**src/rtl/pipe_ctrl_if.sv**
```systemverilog
// pipe_ctrl_if: bundle between the pipeline datapath and its hazard/memory
// controller.
//   master : pipeline side. Drives the ID/EX/MEM hazard inputs and dmem_ack,
//            and receives the stall/flush controls and status.
//   slave  : controller side (pipe_ctrl).
// Ports:
//   id_rs1, id_rs2           ID-stage source register addresses
//   id_uses_rs1, id_uses_rs2 ID instruction really reads rs1/rs2
//   ex_rd, ex_reg_wen,
//   ex_mem_ren,
//   ex_branch_taken          EX destination, write-enable, load flag, redirect
//   mem_access               MEM-stage instruction is a load or store
//   dmem_ack                 data memory completes the access this cycle
//   dmem_req                 data memory request, held until ack
//   stall_*                  hold the PC / pipeline register
//   flush_*                  turn the pipeline register into a bubble
//   mem_timeout              sticky watchdog error
//   stall_cycles             number of cycles with stall_pc=1
interface pipe_ctrl_if;
  logic [4:0]  id_rs1;
  logic [4:0]  id_rs2;
  logic        id_uses_rs1;
  logic        id_uses_rs2;
  logic [4:0]  ex_rd;
  logic        ex_reg_wen;
  logic        ex_mem_ren;
  logic        ex_branch_taken;
  logic        mem_access;
  logic        dmem_ack;
  logic        dmem_req;
  logic        stall_pc;
  logic        stall_ifid;
  logic        stall_idex;
  logic        stall_exmem;
  logic        flush_ifid;
  logic        flush_idex;
  logic        flush_memwb;
  logic        mem_timeout;
  logic [31:0] stall_cycles;

  modport master (
    output id_rs1, id_rs2, id_uses_rs1, id_uses_rs2,
           ex_rd, ex_reg_wen, ex_mem_ren, ex_branch_taken,
           mem_access, dmem_ack,
    input  dmem_req, stall_pc, stall_ifid, stall_idex, stall_exmem,
           flush_ifid, flush_idex, flush_memwb, mem_timeout, stall_cycles
  );

  modport slave (
    input  id_rs1, id_rs2, id_uses_rs1, id_uses_rs2,
           ex_rd, ex_reg_wen, ex_mem_ren, ex_branch_taken,
           mem_access, dmem_ack,
    output dmem_req, stall_pc, stall_ifid, stall_idex, stall_exmem,
           flush_ifid, flush_idex, flush_memwb, mem_timeout, stall_cycles
  );
endinterface

```
**src/rtl/pipe_ctrl.sv**
```systemverilog
// pipe_ctrl: pipeline hazard controller with a data-memory wait FSM and
// watchdog. Resolves memory wait stalls, EX redirects and load-use hazards
// into per-register stall/flush controls (priority mem wait > redirect >
// load-use) and counts stalled cycles.
// Ports:
//   clk  single clock, posedge
//   rst  synchronous active-high reset
//   bus  pipe_ctrl_if.slave (hazard inputs, dmem handshake, controls, status)
// Parameter:
//   TIMEOUT  maximum dmem wait cycles (1..255) before the watchdog aborts
//
// state  | meaning
// -------+--------------------------------------------------------------
// IDLE   | no access outstanding; a MEM access without ack starts a wait
// WAIT   | access outstanding, dmem_req held, wait_cnt counts wait cycles
module pipe_ctrl #(
  parameter int unsigned TIMEOUT = 255
) (
  input logic        clk,
  input logic        rst,
  pipe_ctrl_if.slave bus
);

  localparam logic [0:0] S_IDLE = 1'b0;
  localparam logic [0:0] S_WAIT = 1'b1;
  localparam logic [7:0] TO_CNT = 8'(TIMEOUT);

  logic [0:0]  state_q, state_d;
  logic [7:0]  wait_cnt_q, wait_cnt_d;
  logic        mem_timeout_q, mem_timeout_d;
  logic [31:0] stall_cycles_q, stall_cycles_d;

  logic mem_stall;
  logic load_use;
  logic cnt_expired;

  logic dmem_req;
  logic stall_pc, stall_ifid, stall_idex, stall_exmem;
  logic flush_ifid, flush_idex, flush_memwb;

  assign cnt_expired = (wait_cnt_q == TO_CNT);

  // An expired wait is not a stall: that cycle is the abort, and the
  // pipeline advances as though the access had been acknowledged.
  assign mem_stall =
      ((state_q == S_IDLE) & bus.mem_access & ~bus.dmem_ack) |
      ((state_q == S_WAIT) & ~bus.dmem_ack & ~cnt_expired);

  assign load_use = bus.ex_mem_ren & bus.ex_reg_wen & (bus.ex_rd != 5'd0) &
                    ((bus.id_uses_rs1 & (bus.id_rs1 == bus.ex_rd)) |
                     (bus.id_uses_rs2 & (bus.id_rs2 == bus.ex_rd)));

  always_comb begin
    state_d       = state_q;
    wait_cnt_d    = wait_cnt_q;
    mem_timeout_d = mem_timeout_q;
    case (state_q)
      S_IDLE: begin
        if (bus.mem_access && !bus.dmem_ack) begin
          state_d    = S_WAIT;
          wait_cnt_d = 8'd1;
        end
      end
      S_WAIT: begin
        if (bus.dmem_ack) begin
          state_d    = S_IDLE;
          wait_cnt_d = 8'd0;
        end else if (cnt_expired) begin
          state_d       = S_IDLE;
          wait_cnt_d    = 8'd0;
          mem_timeout_d = 1'b1;
        end else begin
          wait_cnt_d = wait_cnt_q + 8'd1;
        end
      end
      default: begin
        state_d    = S_IDLE;
        wait_cnt_d = 8'd0;
      end
    endcase
  end

  // While a mem stall holds EX, a taken branch simply stays in EX and is
  // acted on here on the first cycle the stall clears.
  always_comb begin
    dmem_req    = 1'b0;
    stall_pc    = 1'b0;
    stall_ifid  = 1'b0;
    stall_idex  = 1'b0;
    stall_exmem = 1'b0;
    flush_ifid  = 1'b0;
    flush_idex  = 1'b0;
    flush_memwb = 1'b0;
    if (!rst) begin
      dmem_req = (state_q == S_WAIT) | bus.mem_access;
      if (mem_stall) begin
        stall_pc    = 1'b1;
        stall_ifid  = 1'b1;
        stall_idex  = 1'b1;
        stall_exmem = 1'b1;
        flush_memwb = 1'b1;
      end else if (bus.ex_branch_taken) begin
        flush_ifid = 1'b1;
        flush_idex = 1'b1;
      end else if (load_use) begin
        stall_pc   = 1'b1;
        stall_ifid = 1'b1;
        flush_idex = 1'b1;
      end
    end
  end

  // Wraps naturally at 32 bits.
  assign stall_cycles_d = stall_cycles_q + {31'd0, stall_pc};

  always_ff @(posedge clk) begin
    if (rst) begin
      state_q        <= S_IDLE;
      wait_cnt_q     <= 8'd0;
      mem_timeout_q  <= 1'b0;
      stall_cycles_q <= 32'd0;
    end else begin
      state_q        <= state_d;
      wait_cnt_q     <= wait_cnt_d;
      mem_timeout_q  <= mem_timeout_d;
      stall_cycles_q <= stall_cycles_d;
    end
  end

  assign bus.dmem_req     = dmem_req;
  assign bus.stall_pc     = stall_pc;
  assign bus.stall_ifid   = stall_ifid;
  assign bus.stall_idex   = stall_idex;
  assign bus.stall_exmem  = stall_exmem;
  assign bus.flush_ifid   = flush_ifid;
  assign bus.flush_idex   = flush_idex;
  assign bus.flush_memwb  = flush_memwb;
  assign bus.mem_timeout  = mem_timeout_q;
  assign bus.stall_cycles = stall_cycles_q;

endmodule

```
**src/flat_wrapper.sv**
```systemverilog
// flat-port wrapper written by rule: the top's interface ports become plain ports
module pipe_ctrl_flat 
#(
  parameter int unsigned TIMEOUT = 255
)
  (clk, rst, bus_id_rs1, bus_id_rs2, bus_id_uses_rs1, bus_id_uses_rs2, bus_ex_rd, bus_ex_reg_wen, bus_ex_mem_ren, bus_ex_branch_taken, bus_mem_access, bus_dmem_ack, bus_dmem_req, bus_stall_pc, bus_stall_ifid, bus_stall_idex, bus_stall_exmem, bus_flush_ifid, bus_flush_idex, bus_flush_memwb, bus_mem_timeout, bus_stall_cycles);
  pipe_ctrl_if bus_i ();
  input logic clk;
  input logic rst;
  input wire logic [$bits(bus_i.id_rs1)-1:0] bus_id_rs1;
  input wire logic [$bits(bus_i.id_rs2)-1:0] bus_id_rs2;
  input wire logic [$bits(bus_i.id_uses_rs1)-1:0] bus_id_uses_rs1;
  input wire logic [$bits(bus_i.id_uses_rs2)-1:0] bus_id_uses_rs2;
  input wire logic [$bits(bus_i.ex_rd)-1:0] bus_ex_rd;
  input wire logic [$bits(bus_i.ex_reg_wen)-1:0] bus_ex_reg_wen;
  input wire logic [$bits(bus_i.ex_mem_ren)-1:0] bus_ex_mem_ren;
  input wire logic [$bits(bus_i.ex_branch_taken)-1:0] bus_ex_branch_taken;
  input wire logic [$bits(bus_i.mem_access)-1:0] bus_mem_access;
  input wire logic [$bits(bus_i.dmem_ack)-1:0] bus_dmem_ack;
  output wire logic [$bits(bus_i.dmem_req)-1:0] bus_dmem_req;
  output wire logic [$bits(bus_i.stall_pc)-1:0] bus_stall_pc;
  output wire logic [$bits(bus_i.stall_ifid)-1:0] bus_stall_ifid;
  output wire logic [$bits(bus_i.stall_idex)-1:0] bus_stall_idex;
  output wire logic [$bits(bus_i.stall_exmem)-1:0] bus_stall_exmem;
  output wire logic [$bits(bus_i.flush_ifid)-1:0] bus_flush_ifid;
  output wire logic [$bits(bus_i.flush_idex)-1:0] bus_flush_idex;
  output wire logic [$bits(bus_i.flush_memwb)-1:0] bus_flush_memwb;
  output wire logic [$bits(bus_i.mem_timeout)-1:0] bus_mem_timeout;
  output wire logic [$bits(bus_i.stall_cycles)-1:0] bus_stall_cycles;
  assign bus_i.id_rs1 = bus_id_rs1;
  assign bus_i.id_rs2 = bus_id_rs2;
  assign bus_i.id_uses_rs1 = bus_id_uses_rs1;
  assign bus_i.id_uses_rs2 = bus_id_uses_rs2;
  assign bus_i.ex_rd = bus_ex_rd;
  assign bus_i.ex_reg_wen = bus_ex_reg_wen;
  assign bus_i.ex_mem_ren = bus_ex_mem_ren;
  assign bus_i.ex_branch_taken = bus_ex_branch_taken;
  assign bus_i.mem_access = bus_mem_access;
  assign bus_i.dmem_ack = bus_dmem_ack;
  assign bus_dmem_req = bus_i.dmem_req;
  assign bus_stall_pc = bus_i.stall_pc;
  assign bus_stall_ifid = bus_i.stall_ifid;
  assign bus_stall_idex = bus_i.stall_idex;
  assign bus_stall_exmem = bus_i.stall_exmem;
  assign bus_flush_ifid = bus_i.flush_ifid;
  assign bus_flush_idex = bus_i.flush_idex;
  assign bus_flush_memwb = bus_i.flush_memwb;
  assign bus_mem_timeout = bus_i.mem_timeout;
  assign bus_stall_cycles = bus_i.stall_cycles;
  pipe_ctrl #(.TIMEOUT(TIMEOUT)) u_core (.clk(clk), .rst(rst), .bus(bus_i));
endmodule
```
**config.mk**
```make
export PLATFORM = sky130hd
export DESIGN_NAME = pipe_ctrl_flat
export DESIGN_NICKNAME = d
export VERILOG_FILES = /design/src/rtl/pipe_ctrl_if.sv /design/src/rtl/pipe_ctrl.sv /design/src/flat_wrapper.sv
export SDC_FILE = /design/constraint.sdc
export NUM_CORES = 1
export LEC_CHECK = 0
export ABC_AREA = 1
export ABC_CLOCK_PERIOD_IN_PS = 2500
export CORE_MARGIN = 5
export CORE_UTILIZATION = 40
export CTS_CLUSTER_SIZE = 24
export DETAILED_ROUTE_END_ITERATION = 12
export GPL_ROUTABILITY_DRIVEN = 0
export PLACE_DENSITY = 0.81
export SLEW_MARGIN = 20
export SYNTH_ARGS = -nofsm -noshare
export SYNTH_HDL_FRONTEND = slang
export SYNTH_SLANG_ARGS = --single-unit
```
**constraint.sdc**
```tcl
create_clock -name clk -period 2.5 [get_ports clk]
set_input_delay 0.5 -clock clk [delete_from_list [all_inputs] [get_ports clk]]
set_output_delay 0.5 -clock clk [all_outputs]
set_load 0.02 [all_outputs]
```
* Yosys cells after proc, flatten, opt, wreduce, memory -nomap -nowiden
Cells that the tools add are included. W data, S select, Z words.
Operators by class: multipliers 0, shifts and indexed selects 0, multiplexer cells 21, $lt $le $gt $ge 0, reduce and logical (&&, ||, !) cells 4, div/mod/pow operators 0, bitwise gates (word level) 15, $add $sub $neg 2, equal/unequal tests 4
Operators by type and width (count):
- $add A32 B1 Y32 | 1
- $mux W8 | 3
- $mux W1 | 16
- $pmux W8 S2 | 1
- $eq A5 B5 Y1 | 2
- $and A1 B1 Y1 | 9
- $add A8 B1 Y8 const B | 1
- $eq A8 B8 Y1 const B | 1
- $reduce_bool A5 Y1 | 1
- $not A1 Y1 | 3
- $or A1 B1 Y1 | 3
- $reduce_and A3 Y1 | 1
- $ne A2 B2 Y1 const B | 1
- $pmux W1 S2 | 1
- $logic_and A1 B1 Y1 | 1
- $logic_not A1 Y1 | 1
Word-level totals: bits of input ports 24, bits in registers 42, output and inout port bits 41, bits in latches 0, bits in writable memories 0, memories kept 0, word-level logic and storage cells 50, memory bits (read-only) 0

* Depth between registers and ports, before layout
word-level depth 9, gate-level depth with buffers 19

* Least setup slack after synthesis
OpenSTA, ideal clock, no wires.
path type input port to flip-flop, start point in bus_ex_rd[3], end point reg u_core.stall_cycles_q[18], in the netlist u_core.bus.stall_cycles[18], path buffers 0, path slack -0.305 ns, arrival 2.692 ns, required time 2.387 ns, cell stages on the path 19, cells stage by stage inv_1 nand2_1 nand2_1 nor2_1 nand3_1 nand2_1 nand2_1 o21ai_0 ha_1 ha_1 nand2_1 nor2_4 nand2_2 nor2_4 inv_2 nor2_2 nand2_1 nand2_1 nor2_1
Between the ends: longest elaborated chain between the ends 9, elaborated cells on any way between the ends 13, classes of those cells add/sub (1); eq/ne (2); mux (4); bitwise (5); reduce/logical (1)
RTL lines:
- start: declaration | line flat_wrapper.sv:14 | input wire logic [$bits(bus_i.ex_rd)-1:0] bus_ex_rd;
- $eq A5 B5 Y1, on equally long branches | line pipe_ctrl.sv:50, pipe_ctrl.sv:51
- $and A1 B1 Y1, on equally long branches | line pipe_ctrl.sv:50, pipe_ctrl.sv:51
- $or A1 B1 Y1 | line pipe_ctrl.sv:50 | ((bus.id_uses_rs1 & (bus.id_rs1 == bus.ex_rd)) |
- $and A1 B1 Y1 * | line pipe_ctrl.sv:49 | assign load_use = bus.ex_mem_ren & bus.ex_reg_wen & (bus.ex_rd != 5'd0) &
- $mux W1 * (4 in a row)
- via bus_stall_ifid | line flat_wrapper.sv:22 | output wire logic [$bits(bus_i.stall_ifid)-1:0] bus_stall_ifid;
- $add A32 B1 Y32 * | line pipe_ctrl.sv:114 | assign stall_cycles_d = stall_cycles_q + {31'd0, stall_pc};
- end signal: assignment | line pipe_ctrl.sv:126 | stall_cycles_q <= stall_cycles_d;
- end: declaration | line pipe_ctrl.sv:31 | logic [31:0] stall_cycles_q, stall_cycles_d;
The timed path passes the listed nets; every way through them passes the cells marked *. A chain may end at the register's enable or synchronous reset.

* Worst setup path after layout
start point in rst, end point out bus_dmem_req
Between the ends: longest elaborated chain between the ends 1
RTL lines:
- start: declaration | line flat_wrapper.sv:9 | input logic rst;
- $mux W1 | line pipe_ctrl.sv:94 | if (!rst) begin
- end: declaration | line flat_wrapper.sv:20 | output wire logic [$bits(bus_i.dmem_req)-1:0] bus_dmem_req;
No other way between the ends.

==> flow_summary_export.csv <==
group,metric,value,unit
yosys,synth_area,0.00251,mm^2
clock_tree,clk_latency,0.29,ns
floorplanning,core_area,0.00603,mm^2
power,p_leak,0.00145,uW
yosys,synthArstFlopShare,0,%
yosys,synth-seq-cells,42,
critical_path,critPathLaunchType,"primary input",
timing,setup_violations,0,
layout,fillers,577,
yosys,synth.most_common_cell,"nand2_1",
floorplanning,num_io_pins,65,
critical_path,worstPathMaxFanout,27,
layout,fin_util,58.1,%
timing,slew_headroom,77.4,%
floorplanning,initial_utilization,41.7,%
clock_tree,cts.sinks,42,
route,viasPerCell,4.93,
floorplanning,die-area,0.00797,mm^2
timing,period_minus_slack,2.41,ns
grt,grt_usage,18.0,%
power,vdd_drop_max,264,uV
placement,placed_area,0.00337,mm^2
critical_path,worst_ep_required_time,2.00,ns
floorplanning,die_h,89.3,um
yosys,synthesis.nets,435,
critical_path,cp-end-kind,"output pin",
clock_tree,numCtsBuffers,5,
timing,worst_pin_slew,0.336,ns
yosys,syn_avg_cell_area,6.16,um^2
route,ant_nets,0,
grt,first_global_vias,2788,
timing,setup_tns,0,ns
layout,finish.instance_area,0.00350,mm^2
timing,timing_hold_violations_final,0,
route,wl_per_cell,12.2,um
yosys,ys_top_cells_by_area,"dfxtp_1 33%, nand2_1 19%, nor2_1 11%",
route,routed-via-count,2817,
route,routed_wl,6960,um
timing,fin_skew,0.00599,ns
run,cap_violations,0,
yosys,yosysUniqueCellTypes,32,
route,dr.pass1.iters,4,
layout,nets,522,
floorplanning,num_rows,28,
critical_path,crit_top_cell,"clkdlybuf4s50_1",
layout,num_antenna_cells,0,
timing,holdWs,0.461,ns
yosys,ys_seq_area_share,33.5,%
placement,hpwl,5340,um
yosys,synth-edff-count,0,
yosys,ys.flop_type,"dfxtp_1",
layout,layout-drive-gt1-share,13.5,%
hold_path,hp-class,"flip-flop to flip-flop",
yosys,syn-instance-count,408,
placement,io_buffers,64,
grt,overflow,0,
clock_tree,cts_tree,"done",
critical_path,path_cells,"clkdlybuf4s50_1 > buf_6 > nor2_1 > clkdlybuf4s50_1",
critical_path,crit_arrival,1.91,ns
clock_tree,cts-root-buf,"clkbuf_8",
critical_path,max_stage_delay,0.62,ns
critical_path,crit_slowest_cell,"clkdlybuf4s50_1",
status,status,"finished clean",
yosys,synth_top_area_share,33.5,%
route,route.detailed.drc,0,
critical_path,worst-path-buf-inv,3,
clock_tree,clk_pin_slew,0.08,ns
timing,fmax,415,MHz
critical_path,cpLargestDelayFamily,"buffers and inverters",
layout,area_growth,39.3,%
grt,grt_first_pass_wirelength,11500,um
critical_path,crit_type,"primary input to output pin",
grt,grt_max_degree,28,
grt,antenna_found_initial,0,
timing,period_share,96.4,%
yosys,synth_top_area_cell,"dfxtp_1",
route,drt_iter0_drc,187,
power,powerDensity,364,mW/mm^2
power,finalPower,1270,uW
yosys,yosysWarnings,0,
clock_tree,clockBufferDepth,2,
clock_tree,htree_levels,2,
timing,maxSlewViolCount,0,
yosys,synth_top_cells_by_count,"130 x nand2_1, 71 x nor2_1, 50 x inv_1",
floorplanning,die_x,89.3,um
-- logic make-up after synthesis --
kind of cell / Yosys count / share of synthesized area [%]
xor+xnor: 4 / 1.39
simple gates: 255 / 44.6
compound gates: 44 / 9.56
fa+ha+maj: 3 / 1.49
buf+inv: 60 / 9.46
flops: 42 / 33.5
-- placed cells by master, fill, tap and decap left out, drive strengths merged, types with 5 or more instances in the layout --
| cell | instances |
|---|---|
| o21ai | 10 |
| nand3 | 17 |
| clkbuf | 10 |
| nand4 | 5 |
| nand3b | 9 |
| dfxtp | 42 |
| nand2 | 133 |
| clkdlybuf4s50 | 42 |
| inv | 53 |
| dlygate4sd2 | 18 |
| nor3 | 5 |
| nor2 | 82 |
| buf | 24 |
| a21oi | 28 |
-- flip-flops by register name, indices dropped and copies added (netlist names) --
name / flops
u_core.bus.stall_cycles: 32
u_core.wait_cnt_q: 8
u_core.bus.mem_timeout: 1
u_core.state_q: 1
-- per-stage QoR --
step	instances	setup slack [ns]
CTS	571	0.0163
global placement	561	-0.334
finish	571	0.0891
floorplan	408	0.0752
detailed placement	561	-0.405
global route	571	-0.000700
-- power breakdown --
group / internal (uW) / switching, uW / leakage, uW
clock: 223 / 234 / 0.0000482
sequential: 672 / 2.61 / 0.000339
combinational: 65.0 / 75.8 / 0.00106
-- worst min-delay path, stage by stage, from the launching register on --
cell and delay [ns]:
dfxtp_1 0.31, inv_1 0.05, a21oi_1 0.06
-- per-layer routing --
metal	global-route usage [%]	wire (um)	up-vias
met5	0	0	-
met4	6.90	138	0
met3	3.87	484	16
met2	32.5	3440	95
met1	20.7	2900	1257
li1	-	-	1449
-- area by class of cell --
| type | instances | area, um^2 | share of cell area [%] |
|---|---|---|---|
| well taps | 75 | 93.8 | 2.68 |
| clock buffers | 7 | 86.3 | 2.47 |
| multi-input cells | 306 | 1500 | 42.9 |
| flip-flops and latches | 42 | 842 | 24.1 |
| repair buffers | 87 | 774 | 22.1 |
| inverters | 53 | 199 | 5.68 |
| clock inverters | 1 | 5.00 | 0.143 |
-- final timing paths --
| path | depth (start not counted) | to | slack, ns | start |
|---|---|---|---|---|
| min | 2 | u_core.bus.mem_timeout | 0.46 | u_core.bus.mem_timeout |
| max reg2reg | 16 | u_core.bus.stall_cycles[7] | 0.26 | u_core.wait_cnt_q[0] |
| min reg2reg | 2 | u_core.bus.mem_timeout | 0.46 | u_core.bus.mem_timeout |
| max | 4 | bus_dmem_req | 0.09 | rst |
-- what timing repair did --
item | CTS | global route
hold buffers | 0 | 0
gates resized for setup | 33 | 15
pin swaps | 15 | 9
setup buffers | 2 | 0
setup endpoints to repair | 20 | 28
No activity file was read; power rests on OpenSTA's default activity.
